`config.mk`:
```
export PLATFORM = sky130hd
export DESIGN_NAME = settings_loader_flat
export DESIGN_NICKNAME = d
export VERILOG_FILES = /design/src/rtl/settings_loader.sv /design/src/rtl/settings_loader_if.sv /design/src/flat_wrapper.sv
export SDC_FILE = /design/constraint.sdc
export NUM_CORES = 1
export LEC_CHECK = 0
export ABC_AREA = 1
export BUFFER_PORTS_ARGS = -buffer_cell sky130_fd_sc_hd__buf_2
export CORE_MARGIN = 4
export CORE_UTILIZATION = 44
export DETAILED_ROUTE_END_ITERATION = 6
export PLACE_DENSITY_LB_ADDON = 0.05
export RECOVER_POWER = 50
export SLEW_MARGIN = 20
export SYNTH_ARGS = -nofsm -noshare
export SYNTH_HDL_FRONTEND = slang
export SYNTH_SLANG_ARGS = --single-unit
```
`constraint.sdc`:
```
create_clock -name clk -period 2.56 [get_ports clk]
set_input_delay 0.256 -clock clk [delete_from_list [all_inputs] [get_ports clk]]
set_output_delay 0.256 -clock clk [all_outputs]
set_load 0.01 [all_outputs]
```
`src/rtl/settings_loader.sv`:
```
// Settings structs shared with the datapath, and the loader that polls the parameter BRAM
// and commits each settings group atomically with a one-cycle update pulse.
package settings_loader_pkg;

  typedef struct packed {
    logic        update;
    logic        mode;
    logic [15:0] update_rate_intensity;
    logic [15:0] update_rate_phase;
    logic [15:0] completion_steps_intensity;
    logic [15:0] completion_steps_phase;
  } silencer_settings_t;

  typedef struct packed {
    logic        update;
    logic [31:0] ecat_sync_base_cnt;
    logic [63:0] ecat_sync_time;
  } sync_settings_t;

  typedef struct packed {
    logic        update;
    logic [15:0] full_width_start;
  } pulse_width_encoder_settings_t;

  typedef enum logic [1:0] {
    GRP_SILENCER = 2'd0,
    GRP_SYNC     = 2'd1,
    GRP_PWE      = 2'd2
  } group_e;

endpackage

module settings_loader
  import settings_loader_pkg::*;
#(
  parameter int unsigned BRAM_LATENCY = 2
) (
  input  logic                          clk,
  input  logic                          rst_n,
  settings_loader_if.master             bram_if,
  output silencer_settings_t            silencer_settings_o,
  output sync_settings_t                sync_settings_o,
  output pulse_width_encoder_settings_t pwe_settings_o,
  output logic                          busy_o
);

  typedef enum logic [2:0] {
    POLL_ISSUE = 3'd0,
    POLL_WAIT  = 3'd1,
    DECIDE     = 3'd2,
    LOAD_ISSUE = 3'd3,
    LOAD_WAIT  = 3'd4,
    COMMIT     = 3'd5
  } state_e;

  localparam logic [2:0]  LAST_WAIT    = 3'(BRAM_LATENCY - 1);
  localparam int unsigned SHADOW_WORDS = 6;

  if (BRAM_LATENCY < 1 || BRAM_LATENCY > 4) begin : g_latency_check
    $error("settings_loader: BRAM_LATENCY must be in 1..4");
  end

  state_e      state_q, state_d;
  group_e      grp_q, grp_d;
  logic [2:0]  idx_q, idx_d;
  logic [2:0]  wait_q, wait_d;
  logic        rd_en_q, issue_d;
  logic [7:0]  addr_q, addr_d;
  logic [2:0]  snap_q;
  logic [2:0]  seen_q;
  logic [2:0]  pending;
  logic        wait_done;
  logic [15:0] shadow_q [SHADOW_WORDS];

  silencer_settings_t            sil_q;
  sync_settings_t                sync_q;
  pulse_width_encoder_settings_t pwe_q;

  function automatic logic [2:0] last_word(input group_e g);
    unique case (g)
      GRP_SILENCER: return 3'd4;
      GRP_SYNC:     return 3'd5;
      default:      return 3'd0;
    endcase
  endfunction

  // Group words live at 0x10/0x20/0x30 + index.
  function automatic logic [7:0] word_addr(input group_e g, input logic [2:0] idx);
    unique case (g)
      GRP_SILENCER: return {4'h1, 1'b0, idx};
      GRP_SYNC:     return {4'h2, 1'b0, idx};
      GRP_PWE:      return {4'h3, 1'b0, idx};
      default:      return 8'h00;
    endcase
  endfunction

  assign pending   = snap_q ^ seen_q;
  assign wait_done = (wait_q == LAST_WAIT);

  always_comb begin
    // NOTE: every signal written here gets a default first, so no path can infer a latch.
    state_d = state_q;
    grp_d   = grp_q;
    idx_d   = idx_q;
    wait_d  = '0;
    unique case (state_q)
      // Right after reset no read has been issued yet; spend one cycle raising RD_EN first.
      POLL_ISSUE: if (rd_en_q) state_d = POLL_WAIT;
      POLL_WAIT: begin
        if (wait_done) state_d = DECIDE;
        else           wait_d  = wait_q + 3'd1;
      end
      DECIDE: begin
        idx_d   = '0;
        state_d = LOAD_ISSUE;
        if      (pending[0]) grp_d = GRP_SILENCER;
        else if (pending[1]) grp_d = GRP_SYNC;
        else if (pending[2]) grp_d = GRP_PWE;
        else                 state_d = POLL_ISSUE;
      end
      LOAD_ISSUE: state_d = LOAD_WAIT;
      LOAD_WAIT: begin
        if (!wait_done) begin
          wait_d = wait_q + 3'd1;
        end else if (idx_q == last_word(grp_q)) begin
          state_d = COMMIT;
        end else begin
          idx_d   = idx_q + 3'd1;
          state_d = LOAD_ISSUE;
        end
      end
      COMMIT:  state_d = POLL_ISSUE;
      default: state_d = POLL_ISSUE;
    endcase
  end

  assign issue_d = (state_d == POLL_ISSUE) || (state_d == LOAD_ISSUE);
  assign addr_d  = (state_d == LOAD_ISSUE) ? word_addr(grp_d, idx_d) : 8'h00;

  // NOTE: sequential state uses non-blocking assignments so every flop samples pre-edge values.
  always_ff @(posedge clk or negedge rst_n) begin
    if (!rst_n) begin
      state_q <= POLL_ISSUE;
      grp_q   <= GRP_SILENCER;
      idx_q   <= '0;
      wait_q  <= '0;
      rd_en_q <= 1'b0;
      addr_q  <= 8'h00;
      snap_q  <= '0;
      seen_q  <= '0;
      sil_q   <= '0;
      sync_q  <= '0;
      pwe_q   <= '0;
    end else begin
      state_q <= state_d;
      grp_q   <= grp_d;
      idx_q   <= idx_d;
      wait_q  <= wait_d;
      rd_en_q <= issue_d;
      if (issue_d) addr_q <= addr_d;

      if (state_q == POLL_WAIT && wait_done) snap_q <= bram_if.rd_data[2:0];

      sil_q.update  <= 1'b0;
      sync_q.update <= 1'b0;
      pwe_q.update  <= 1'b0;

      if (state_q == COMMIT) begin
        unique case (grp_q)
          GRP_SILENCER: begin
            sil_q <= '{update:                     1'b1,
                       mode:                       shadow_q[0][0],
                       update_rate_intensity:      shadow_q[1],
                       update_rate_phase:          shadow_q[2],
                       completion_steps_intensity: shadow_q[3],
                       completion_steps_phase:     shadow_q[4]};
            seen_q[0] <= snap_q[0];
          end
          GRP_SYNC: begin
            sync_q <= '{update:             1'b1,
                        ecat_sync_base_cnt: {shadow_q[1], shadow_q[0]},
                        ecat_sync_time:     {shadow_q[5], shadow_q[4], shadow_q[3], shadow_q[2]}};
            seen_q[1] <= snap_q[1];
          end
          GRP_PWE: begin
            pwe_q <= '{update: 1'b1, full_width_start: shadow_q[0]};
            seen_q[2] <= snap_q[2];
          end
          default: ;
        endcase
      end
    end
  end

  // NOTE: the shadow array has no reset; it only reaches the outputs through a completed COMMIT.
  always_ff @(posedge clk) begin
    if (state_q == LOAD_WAIT && wait_done) shadow_q[idx_q] <= bram_if.rd_data;
  end

  assign bram_if.rd_en = rd_en_q;
  assign bram_if.addr  = addr_q;

  assign silencer_settings_o = sil_q;
  assign sync_settings_o     = sync_q;
  assign pwe_settings_o      = pwe_q;
  assign busy_o = (state_q == LOAD_ISSUE) || (state_q == LOAD_WAIT) || (state_q == COMMIT);

endmodule

```
`src/rtl/settings_loader_if.sv`:
```
// BRAM read port between the settings loader (master) and the controller parameter BRAM (slave).
interface settings_loader_if;
  logic        rd_en;
  logic [7:0]  addr;
  logic [15:0] rd_data;

  modport master (output rd_en, output addr, input rd_data);
  modport slave  (input rd_en, input addr, output rd_data);
endinterface

```
`src/flat_wrapper.sv`:
```
// flat-port wrapper written by rule: the top's interface ports become plain ports
module settings_loader_flat import settings_loader_pkg::*;
#(
  parameter int unsigned BRAM_LATENCY = 2
)
  (clk, rst_n, silencer_settings_o, sync_settings_o, pwe_settings_o, busy_o, bram_if_rd_en, bram_if_addr, bram_if_rd_data);
  settings_loader_if bram_if_i ();
  input  logic clk;
  input  logic rst_n;
  output silencer_settings_t silencer_settings_o;
  output sync_settings_t sync_settings_o;
  output pulse_width_encoder_settings_t pwe_settings_o;
  output logic busy_o;
  output wire logic [$bits(bram_if_i.rd_en)-1:0] bram_if_rd_en;
  output wire logic [$bits(bram_if_i.addr)-1:0] bram_if_addr;
  input wire logic [$bits(bram_if_i.rd_data)-1:0] bram_if_rd_data;
  assign bram_if_rd_en = bram_if_i.rd_en;
  assign bram_if_addr = bram_if_i.addr;
  assign bram_if_i.rd_data = bram_if_rd_data;
  settings_loader #(.BRAM_LATENCY(BRAM_LATENCY)) u_core (.clk(clk), .rst_n(rst_n), .bram_if(bram_if_i), .silencer_settings_o(silencer_settings_o), .sync_settings_o(sync_settings_o), .pwe_settings_o(pwe_settings_o), .busy_o(busy_o));
endmodule
```
## Word-level counts from Yosys, hierarchy flattened

Memories as Yosys holds them, arrays and structs flattened.
Index checks and enable logic that the tools add are counted.

- Memories: 1
- Bits in writable memories: 96
- Output and inout bits: 190
- Input bits: 18
- Register bits: 206

- Bitwise gates (word level): 1
- Equality and inequality tests: 12
- Add/subtract/negate cells: 2
- Mux-type cells: 30
- Reductions and logical operators: 13

Memories:

| name | depth | bits a word | rd ports | clocked after memory_dff | wr ports | line | RTL |
|---|---|---|---|---|---|---|---|
| u_core.shadow_q | 6 | 16 | 6 | 0 | 1 | settings_loader.sv:73 | `logic [15:0] shadow_q [SHADOW_WORDS];` |

Operator list:

| kind | number |
|---|---|
| 2-to-1 mux 97 bit | 2 |
| 2-to-1 mux 66 bit | 2 |
| 2-to-1 mux 3 bit | 12 |
| 2-to-1 mux 17 bit | 2 |
| one-hot mux 6 bit (3 select lines) | 1 |
| one-hot mux 3 bit (5 select lines) | 1 |
| one-hot mux 3 bit (2 select lines) | 2 |
| 2-to-1 mux 2 bit | 5 |
| == test 3 x 2 -> 1 bit (second input constant) | 3 |
| adder 3 x 1 -> 3 bit (second input constant) | 2 |
| == test 3 x 1 -> 1 bit (second input constant) | 2 |
| == test 3 bit (second input constant) | 2 |
| zero test 3 bit | 2 |
| 2-to-1 mux 6 bit | 1 |
| AND reduction 2 bit | 3 |
| == test 2 x 1 -> 1 bit (second input constant) | 2 |
| == test 2 bit (second input constant) | 2 |
| zero test 2 bit | 2 |
| == test 3 bit | 1 |
| logical OR 1 bit | 3 |
| bitwise XOR 3 bit | 1 |
| logical AND 1 bit | 2 |
| 2-to-1 mux 1 bit | 2 |
| OR reduction 2 bit | 1 |

## Longest topological paths before layout

- Word-level depth: 10
- Mapped depth: 13
- Gate-level depth less buffers: 13

## Worst setup path after synthesis

Ideal clock, no wire load.

- Path type: register to register
- Start point: register u_core.state_q[1]
- End point: memory u_core.shadow_q[2][0] (enable)
- Period minus slack after synthesis: 2.565 ns
- Slack: -0.005 ns
- Arrival time: 2.156 ns
- Cell stages (with the launch flop): 6
- Data required time: 2.151 ns
- Path buffers: 0
- Cell sequence: dfrtp_1 -> inv_1 -> nand3_1 -> nor2_1 -> nand2_1 -> nor3_1

- Cells in the longest elaborated chain, start to end: 4

RTL lines:

| what | line | RTL |
|---|---|---|
| start: declaration | settings_loader.sv:63 | `state_e state_q, state_d;` |
| start signal: assignment | settings_loader.sv:155 | `state_q <= state_d;` |
| == test 3 bit | settings_loader.sv:197 | `if (state_q == LOAD_WAIT && wait_done) shadow_q[idx_q] <= bram_if.rd_data;` |
| logical AND 1 bit | settings_loader.sv:197 |  |
| 2-to-1 mux 1 bit | settings_loader.sv:197 |  |
| 2-to-1 mux 1 bit (implied by the code) | settings_loader.sv:197 |  |
| end: declaration | settings_loader.sv:73 |  |

Every way passes these cells.

## Worst setup path after layout

- Start point: register u_core.state_q[1]
- End point: register u_core.addr_q[1] (netlist: u_core.bram_if.addr[1])

- Cells in the longest elaborated chain, start to end: 5
- Elaborated cells on any way between the ends: 19

RTL lines:

| what | line | RTL |
|---|---|---|
| == test 3 x 2 -> 1 bit (*) | settings_loader.sv:106 | `unique case (state_q)` |
| 2-to-1 mux 2 bit (*) | settings_loader.sv:106 |  |
| named net u_core.grp_d[1] | settings_loader.sv:64 | `group_e grp_q, grp_d;` |
| == test 2 bit (tied with other cells) | settings_loader.sv:89 | `unique case (g)` |
| one-hot mux 6 bit (3 select lines) (*) | settings_loader.sv:89 |  |
| 2-to-1 mux 6 bit (*) | settings_loader.sv:138 | `assign addr_d = (state_d == LOAD_ISSUE) ? word_addr(grp_d, idx_d) : 8'h00;` |
| end signal: assignment | settings_loader.sv:160 | `if (issue_d) addr_q <= addr_d;` |
| end: declaration | settings_loader.sv:68 | `logic [7:0] addr_q, addr_d;` |

Mark *: on every way through the listed nets, which the timed path passes. The rest lies on a longest branch.
A chain may end at the register's enable or synchronous reset.

==> metrics <==
mux cell area share after synthesis=6.36%; Reg2Reg Depth=11; post-CTS setup buffer count=0; HP Class=primary input to flip-flop; critical path endpoint=u_core.bram_if.addr[1]; Yosys top cell area share=47.1%; clk_skew=10.2 ps; delay-heaviest family, CP=simple AND/OR/NAND/NOR gates; period utilization=78.6%; Worst EP required=2940 ps; crit path cell chain=inv_1 > nor3_2 > inv_1 > nor2_1 > o21ai_0 > inv_1 > ha_1 > nor3_1 > inv_1 > nand3_1 > nand2_1; commonest non-fill, non-tap cells in the layout=203 x dfrtp_1, 145 x nand2_1, 113 x clkbuf_1; First DRT Iteration DRCs=434; Chip Width=165 um; Antenna Nets Post-Route=0; Final #Nets=1092; relative slew slack=-1.61%; wire length per cell=17.5 um; Buf+Inv Stages, Crit Path=4; DP Wirelength=16800 um; FP Rows=57; RSZ-0062 raised after global routing=false; GRT Util Overall=18.6%; status=finished with violations; P&R area growth vs syn=22.9%; failing checks=max-capacitance violations, max-slew violations; commonest non-fill, non-tap cell in the layout=dfrtp_1; CP Launch Point=u_core.state_q[1]; Reg2Reg Launch Point=u_core.state_q[1]; Netlist cell types=27; clk root buf=clkbuf_16; Inst Count DP=1356; Setup crit start kind=flip-flop; WL final=24900 um; largest net degree at the start of global routing=94; area leader, netlist=dfrtp_1; slew at the pin closest to its max-slew limit=1520 ps; Core Util, Final=54.7%; TritonCTS clock tree=yes; Slew Viols, Final=58; Post-Synthesis Cells=840; Synth Area in Simple Gates=9.38%; DR vias/cell=4.72; Post-Synth Adder-Cell Area=0.580%; DP Worst Slack=528 ps; flop2flop setup slack=550 ps; global-route wire length before repair=38800 um; PnR Total Power=15.9 mW; CP Class=flip-flop to flip-flop; CTS H-tree lvls=2; FMAX=0.497 GHz; via count=6692; vias in the first global route=6793; Crit path largest cell delay=420 ps; initial antenna violation count=2; RD Place Congestion=0.770; DR WL met2=11500 um; Pleak=6.28 nW; Initial Util=44.5%; arrival time worst endpoint=2400 ps; CP max FO=5; Slowest-stage cell, CP=dfrtp_1; Syn Std Cell Area=0.0108 sq mm; ant diodes=0; setup violators final=0; Avg Cell Area, Syn=12.9 sq um; Pwr Density=1200 mW/mm^2; IO buf count=204; core area=0.0242 sq mm; register area share after synthesis=73.8%; Non-Filler Instances=1419; clock tree buffer depth=3; Post-Route M1 WL=11100 um; Compound-Gate Fraction of Synth Area=5.26%; DR WL met3=1920 um; Ports=208; final worst slack=549 ps; Die Ht=165 um; r2r endpoint=u_core.bram_if.addr[1]; fin crit period=2010 ps; total gr overflow=0; die area=0.0271 sq mm; number of synthesized register bits=299; Hold Vio Cnt, Final=0; Worst setup EP type=flip-flop; clk_lat worst skew=500 ps; first drt pass iteration count=6; xor/xnor share of the synthesized area=0.0811%; number of synthesis warnings=0; WP depth=11; cts bufs inserted=34; Max-cap violations=1; top sig layer=met4; CTS clk-pin slew, worst paths=60 ps; VDD IR max=535 uV; largest family of logic cells by synthesized area=simple AND/OR/NAND/NOR gates; CTS sink count=299; DRC=0; layout cells sized above 1=23.0%; cell mode on critical path=inv_1; top post-synthesis cells by area=dfrtp_1 47%, edfxtp_1 27%, mux2_2 6.4%
-- where the power goes --
| group | switching (mW) | total (mW) | internal [mW] |
|---|---|---|---|
| Sequential | 0.831 | 7.15 | 6.32 |
| Combinational | 2.39 | 4.00 | 1.61 |
| Clock | 1.85 | 4.79 | 2.94 |
-- logic make-up after synthesis --
logic type,Yosys count
buffers and inverters,113
xor gates and xnor gates,1
AOI/OAI and AO/OA,113
adders and majority gates,5
DFF,299
muxes,61
other,1
and+or+nand+nor,247
-- synthesized netlist by cell type, drive strengths merged --
master,instances
nor2,65
xor2,1
nand3,20
buf,29
nor3,12
nand2,147
conb,1
a21oi,54
mux2,61
o211ai,1
edfxtp,96
nand3b,1
clkbuf,6
inv,78
dfrtp,203
nand4,2
ha,5
o21ai,58
-- how the worst min path moves through the flow --
stage | start | endpoint | slack (ps) | depth (start not counted)
floorplan | rst_n | u_core.bram_if.addr[0] | -40 | 0
global placement | rst_n | u_core.sync_settings_o[92] | 270 | 1
detailed placement | rst_n | u_core.sync_settings_o[92] | 270 | 1
CTS | bram_if_rd_data[15] | u_core.shadow_q[1][15] | 20 | 1
global route | bram_if_rd_data[15] | u_core.shadow_q[1][15] | 120 | 1
finish | bram_if_rd_data[15] | u_core.shadow_q[4][15] | 140 | 1
-- flip-flops by register name, summed over array words and instances (netlist names), 3 cells and up --
register	flops
u_core.pwe_settings_o	17
u_core.silencer_settings_o	66
u_core.sync_settings_o	97
u_core.idx_q	3
u_core.bram_if.addr	5
u_core.wait_q	3
u_core.snap_q	3
u_core.state_q	3
u_core.seen_q	3
u_core.shadow_q	96
-- routing by layer --
layer	up-vias	track usage, %
li1	3244	-
met1	3236	25.9
met2	183	28.8
met3	29	5.94
met4	0	4.50
met5	-	0
-- final cells by class --
cell class                 instances  area [sq um]
inverter                          78           294
timing repair buffer             226          1070
sequential                       299          7960
multi-input combinational        430          2390
clock inverter                    12          92.6
clock buffer                      50          1040
fill                            2187         11000
tap                              324           405
-- repair_timing --
action                    in CTS  in global routing
hold buffers                   1                  0
resized for setup              0                  0
hold endpoints to repair      52                  0
-- worst reg2reg max path, stage by stage (launching register included) --
cell and delay, ps:
dfrtp_1 420, inv_1 120, nor3_2 70, inv_1 90, nor2_1 50, o21ai_0 320
inv_1 150, ha_1 220, nor3_1 240, inv_1 90, nand3_1 90, nand2_1 50
-- per-stage QoR --
step | setup TNS, ps | instance area, sq um | hold WS (ps)
2_1_floorplan | -461 | 10800 | -39.6
3_3_place_gp | 0 | 12300 | 272
3_5_place_dp | 0 | 12300 | 270
4_1_cts | 0 | 13400 | 21.2
5_1_grt | 0 | 13300 | 120
6_report | 0 | 13300 | 144
(Power assumes the default switching activity.)
